==> src/rtl/rr_resource_arbiter.sv <==
// Round-robin arbiter sharing one valid/ready resource between NUM_REQ clients.
// Each grant covers up to MAX_HOLD accepted beats. Consecutive grants are separated by one idle cycle.
module rr_resource_arbiter #(
    parameter int NUM_REQ    = 4,
    parameter int DATA_WIDTH = 8,
    parameter int MAX_HOLD   = 4
) (
    input  logic                          clk,
    input  logic                          rst,
    input  logic [NUM_REQ-1:0]            req,
    input  logic [NUM_REQ*DATA_WIDTH-1:0] req_data,
    output logic [NUM_REQ-1:0]            gnt,
    output logic [$clog2(NUM_REQ)-1:0]    gnt_idx,
    output logic                          gnt_valid,
    output logic                          res_valid,
    output logic [DATA_WIDTH-1:0]         res_data,
    input  logic                          res_ready
);

    localparam int IDX_W = $clog2(NUM_REQ);
    localparam int CNT_W = (MAX_HOLD == 0) ? 1 : $clog2(MAX_HOLD + 1);
    localparam bit HOLD_LIMITED = (MAX_HOLD != 0);
    localparam logic [CNT_W-1:0] CNT_LAST = HOLD_LIMITED ? CNT_W'(MAX_HOLD - 1) : '1;
    localparam logic [IDX_W-1:0] IDX_LAST = IDX_W'(NUM_REQ - 1);

    typedef enum logic {
        IDLE  = 1'b0,
        GRANT = 1'b1
    } state_t;

    state_t             state_q, state_d;
    logic [IDX_W-1:0]   idx_q, idx_d;
    logic [IDX_W-1:0]   ptr_q, ptr_d;
    logic [CNT_W-1:0]   cnt_q, cnt_d;

    logic               owner_req;
    logic               beat_acc;
    logic               release_now;

    // Modulo-NUM_REQ increment; never produces an index >= NUM_REQ.
    function automatic logic [IDX_W-1:0] idx_next(input logic [IDX_W-1:0] i);
        return (i == IDX_LAST) ? '0 : i + IDX_W'(1);
    endfunction

    function automatic logic [CNT_W-1:0] cnt_inc_sat(input logic [CNT_W-1:0] c);
        return (c == '1) ? c : c + CNT_W'(1);
    endfunction

    // First set request bit scanning from p upward with wrap.
    function automatic logic [IDX_W-1:0] rr_pick(input logic [NUM_REQ-1:0] r,
                                                  input logic [IDX_W-1:0]   p);
        logic [IDX_W-1:0] cand;
        logic [IDX_W-1:0] pick;
        logic             found;
        cand  = p;
        pick  = '0;
        found = 1'b0;
        for (int k = 0; k < NUM_REQ; k++) begin
            if (!found && r[cand]) begin
                found = 1'b1;
                pick  = cand;
            end
            cand = idx_next(cand);
        end
        return pick;
    endfunction

    assign owner_req   = req[idx_q];
    assign beat_acc    = res_valid & res_ready;
    assign release_now = !owner_req ||
                         (HOLD_LIMITED && beat_acc && (cnt_q == CNT_LAST));

    always_ff @(posedge clk) begin
        if (!rst) begin
            state_q <= IDLE;
            idx_q   <= '0;
            ptr_q   <= '0;
            cnt_q   <= '0;
        end else begin
            state_q <= state_d;
            idx_q   <= idx_d;
            ptr_q   <= ptr_d;
            cnt_q   <= cnt_d;
        end
    end

    always_comb begin
        state_d = state_q;
        idx_d   = idx_q;
        ptr_d   = ptr_q;
        cnt_d   = cnt_q;
        case (state_q)
            IDLE: begin
                if (|req) begin
                    state_d = GRANT;
                    idx_d   = rr_pick(req, ptr_q);
                    cnt_d   = '0;
                end
            end
            GRANT: begin
                if (release_now) begin
                    state_d = IDLE;
                    idx_d   = '0;
                    cnt_d   = '0;
                    ptr_d   = idx_next(idx_q);
                end else if (beat_acc) begin
                    cnt_d = cnt_inc_sat(cnt_q);
                end
            end
            default: begin
                state_d = IDLE;
                idx_d   = '0;
                cnt_d   = '0;
            end
        endcase
    end

    // All grant outputs decode from registered state only; res_* add the live request.
    always_comb begin
        gnt       = '0;
        gnt_valid = (state_q == GRANT);
        res_data  = '0;
        for (int i = 0; i < NUM_REQ; i++) begin
            if (gnt_valid && (idx_q == IDX_W'(i))) begin
                gnt[i]   = 1'b1;
                res_data = req_data[i*DATA_WIDTH +: DATA_WIDTH];
            end
        end
    end

    assign gnt_idx   = idx_q;
    assign res_valid = gnt_valid & owner_req;

    a_gnt_onehot: assert property (@(posedge clk) disable iff (!rst) $onehot0(gnt));
    a_gnt_valid:  assert property (@(posedge clk) disable iff (!rst) gnt_valid == |gnt);
    a_gnt_idx:    assert property (@(posedge clk) disable iff (!rst) !gnt_valid || gnt[gnt_idx]);
    a_cnt_bound:  assert property (@(posedge clk) disable iff (!rst) !HOLD_LIMITED || cnt_q <= CNT_LAST);

endmodule

==> config.mk <==
export PLATFORM = sky130hd
export DESIGN_NAME = rr_resource_arbiter
export DESIGN_NICKNAME = d
export VERILOG_FILES = /design/src/rtl/rr_resource_arbiter.sv
export SDC_FILE = /design/constraint.sdc
export NUM_CORES = 1
export LEC_CHECK = 0
export CAP_MARGIN = 20
export CORE_MARGIN = 5
export CORE_UTILIZATION = 45
export DETAILED_ROUTE_END_ITERATION = 16
export GPL_TIMING_DRIVEN = 0
export PLACE_DENSITY = 0.89
export SLEW_MARGIN = 15
export SYNTH_ARGS = -nofsm -noshare
export SYNTH_HDL_FRONTEND = slang
export SYNTH_SLANG_ARGS = --single-unit
==> constraint.sdc <==
create_clock -name clk -period 2.81 [get_ports clk]
set_clock_uncertainty 0.05 [all_clocks]
set_input_delay 0.562 -clock clk [delete_from_list [all_inputs] [get_ports clk]]
set_output_delay 0.562 -clock clk [all_outputs]
set_load 0.02 [all_outputs]
==> qor.txt <==
sequential area share after synthesis = 13.6%
Critical R2R Capture = gnt_idx[0]$_SDFFE_PN0P_
# diodes = 0
top cell type by total area after synthesis = dfxtp_1
area delta synth->final = 51.2%
RD Place Congestion = 0.850
CTS Hold Bufs = 0
GRT Util Overall = 19.2%
Post-synth EDFFs = 0
CP Launch Point = req[1]
LEAKAGE = 0.697 nW
FFs w/ async S/R, synth = 0%
overall power = 0.656 mW
global-route wire length before repair = 5660 um
Top Ports = 55
most frequent cell after synthesis = nor2b_1
Synthesized Nets = 207
Crit path largest cell delay = 500 ps
R2R Path Start = ptr_q[0]$_SDFFE_PN0P_
Slew Limit Headroom = 70.5%
initial antenna violation count = 0
hold endpoint = cnt_q[1]$_SDFFE_PN0P_
worst hold path type = flop to flop
layout cells sized above 1 = 13.5%
final hold viol count = 0
grt ovf = 0
routed wire length = 3720 um
via count = 1400
Final Cycle Share = 97.9%
detailed placement HPWL = 2980 um
Synth Flop Type = dfxtp_1
max-cap viol count = 0
largest cells by area after synthesis = dfxtp_1 (14%), ha_1 (8.5%), nor2b_1 (8.0%)
Hold Path Depth = 2
CTS Buf Count = 3
fmax = 364 MHz
Die H = 61.2 um
Rows = 18
Post-CTS Resized = 18
H-tree depth = 1
Max IR drop VDD = 0.366 mV
Util after Layout = 71.2%
family with the most delay on the worst path = buffers and inverters
Max clock buf depth = 2
Remaining DRCs = 0
Tmin final = 2750 ps
worst path buffer plus inverter count = 3
WP data required = 2200 ps
reg2reg path depth = 7
CP Launch Type = input port
Setup violations, final = 0
Num Clock Sinks = 8
DR pass1 iterations = 4
Vias/cell = 5.71
CP max FO = 10
leading cell types by count after synthesis = nor2b_1 (15), a21oi_1 (14), clkbuf_1 (10), nand2_1 (9), o21ai_0 (9)
status = finished, final reports clean
Syn Area/Cell = 7.36 um2
# port buffers = 53
DIE AREA = 0.00374 mm2
Worst R2R Setup Slack = 730 ps
clock-pin slew on the worst setup and hold paths = 60 ps
DRT antenna net count = 0
Avg WL per Cell = 15.2 um
crit path kind = input port to primary output
Hold Crit Start = cnt_q[1]$_SDFFE_PN0P_
Core Area = 0.00250 mm2
crit path DAT = 2140 ps
Yosys warnings = 0
Synth Cell Area = 0.00118 mm2
worst path cell trace = clkdlybuf4s50_1, buf_6, mux4_2, and2_4, dlygate4sd2_1
Yosys top cell area share = 13.6%
synthesized instance count = 160
Worst-Margin Slew = 442 ps
Nets = 264
unrepaired setup endpoints after global routing = false
Initial Utilization = 47.1%
Synth cell types = 45
vias in the first global route = 1243
TritonCTS clock tree = built
Worst setup EP type = primary output
setup bufs post-CTS = 0
Setup Slack @ Placement = -218 ps
pwr dens = 368 mW/mm2
final setup margin = 59.7 ps
largest net degree at the start of global routing = 11
1st-iter DRT viols = 80
slowest CP cell = mux4_2
clk_lat worst skew = 250 ps
Clock Tree Root = clkbuf_4
die width = 61.2 um
Slew Viols, Final = 0
#FFs+latches synth = 8
-- power by group --
group	internal, mW	switching (mW)	total (mW)	leakage (nW)
sequential	0.125	0.0131	0.138	0.0662
combinational	0.214	0.218	0.432	0.617
clock	0.0488	0.0376	0.0864	0.0138
-- layout by cell type (no fill, tap or decap), types with 7 or more instances in the layout --
master / count
clkdlybuf4s50_1: 43
a21oi_1: 14
nor2b_1: 14
nand2_1: 9
o21ai_0: 9
dlygate4sd2_1: 9
nand3b_1: 8
and2_1: 7
nor2_1: 7
-- registers in the layout (all words and copies together) (netlist names) --
signal,cells
ptr_q,2
gnt_idx,2
cnt_q,3
gnt_valid,1
-- cell type report --
cell class / count / area [um2]
Multi-Input combinational cell: 134 / 956
Fill cell: 211 / 719
Timing Repair Buffer: 53 / 514
Sequential cell: 8 / 163
Buffer: 13 / 72.6
Tap cell: 30 / 37.5
Clock buffer: 3 / 22.5
Inverter: 4 / 15.0
-- metal layers --
layer | track usage (%) | up-vias | wire length (um)
met3 | 2.94 | 2 | 412
li1 | - | 701 | -
met1 | 24.2 | 633 | 1530
met2 | 35.8 | 64 | 1770
met5 | 0 | - | 0
met4 | 0.929 | 0 | 8
-- logic make-up (layout without fill, tap and decap cells) --
group / after synthesis / count (layout) / synth area share, %
compound gates: 46 / 46 / 26.9
xor+xnor: 1 / 1 / 0.744
fa+ha+maj: 8 / 8 / 8.50
buf+inv: 18 / 73 / 7.23
flops: 8 / 8 / 13.6
mux: 4 / 4 / 4.57
simple gates: 75 / 75 / 38.5
-- worst min-delay path, delay by kind of cell (launching register included) --
| family | cells | cell delay (ps) |
|---|---|---|
| AO/OA/AOI/OAI | 1 | 70 |
| flip-flops | 1 | 310 |
| AND/OR/NAND/NOR | 1 | 60 |
-- metrics by stage --
stage / instance area, um2 / instances / hold slack (ps) / setup TNS, ps
detailed placement: 1750 / 243 / 450 / -318
global placement: 1750 / 243 / 409 / -190
floorplan: 1180 / 160 / 398 / 0
global route: 1780 / 245 / 495 / 0
CTS: 1770 / 245 / 458 / 0
finish: 1780 / 245 / 451 / 0
-- worst max path at each step --
stage / end / depth (start not counted)
detailed placement: res_valid / 4
floorplan: res_data[6] / 8
finish: res_valid / 5
global route: res_data[3] / 8
CTS: res_data[6] / 9
global placement: res_valid / 4
Power figures use the tool's default switching activity.
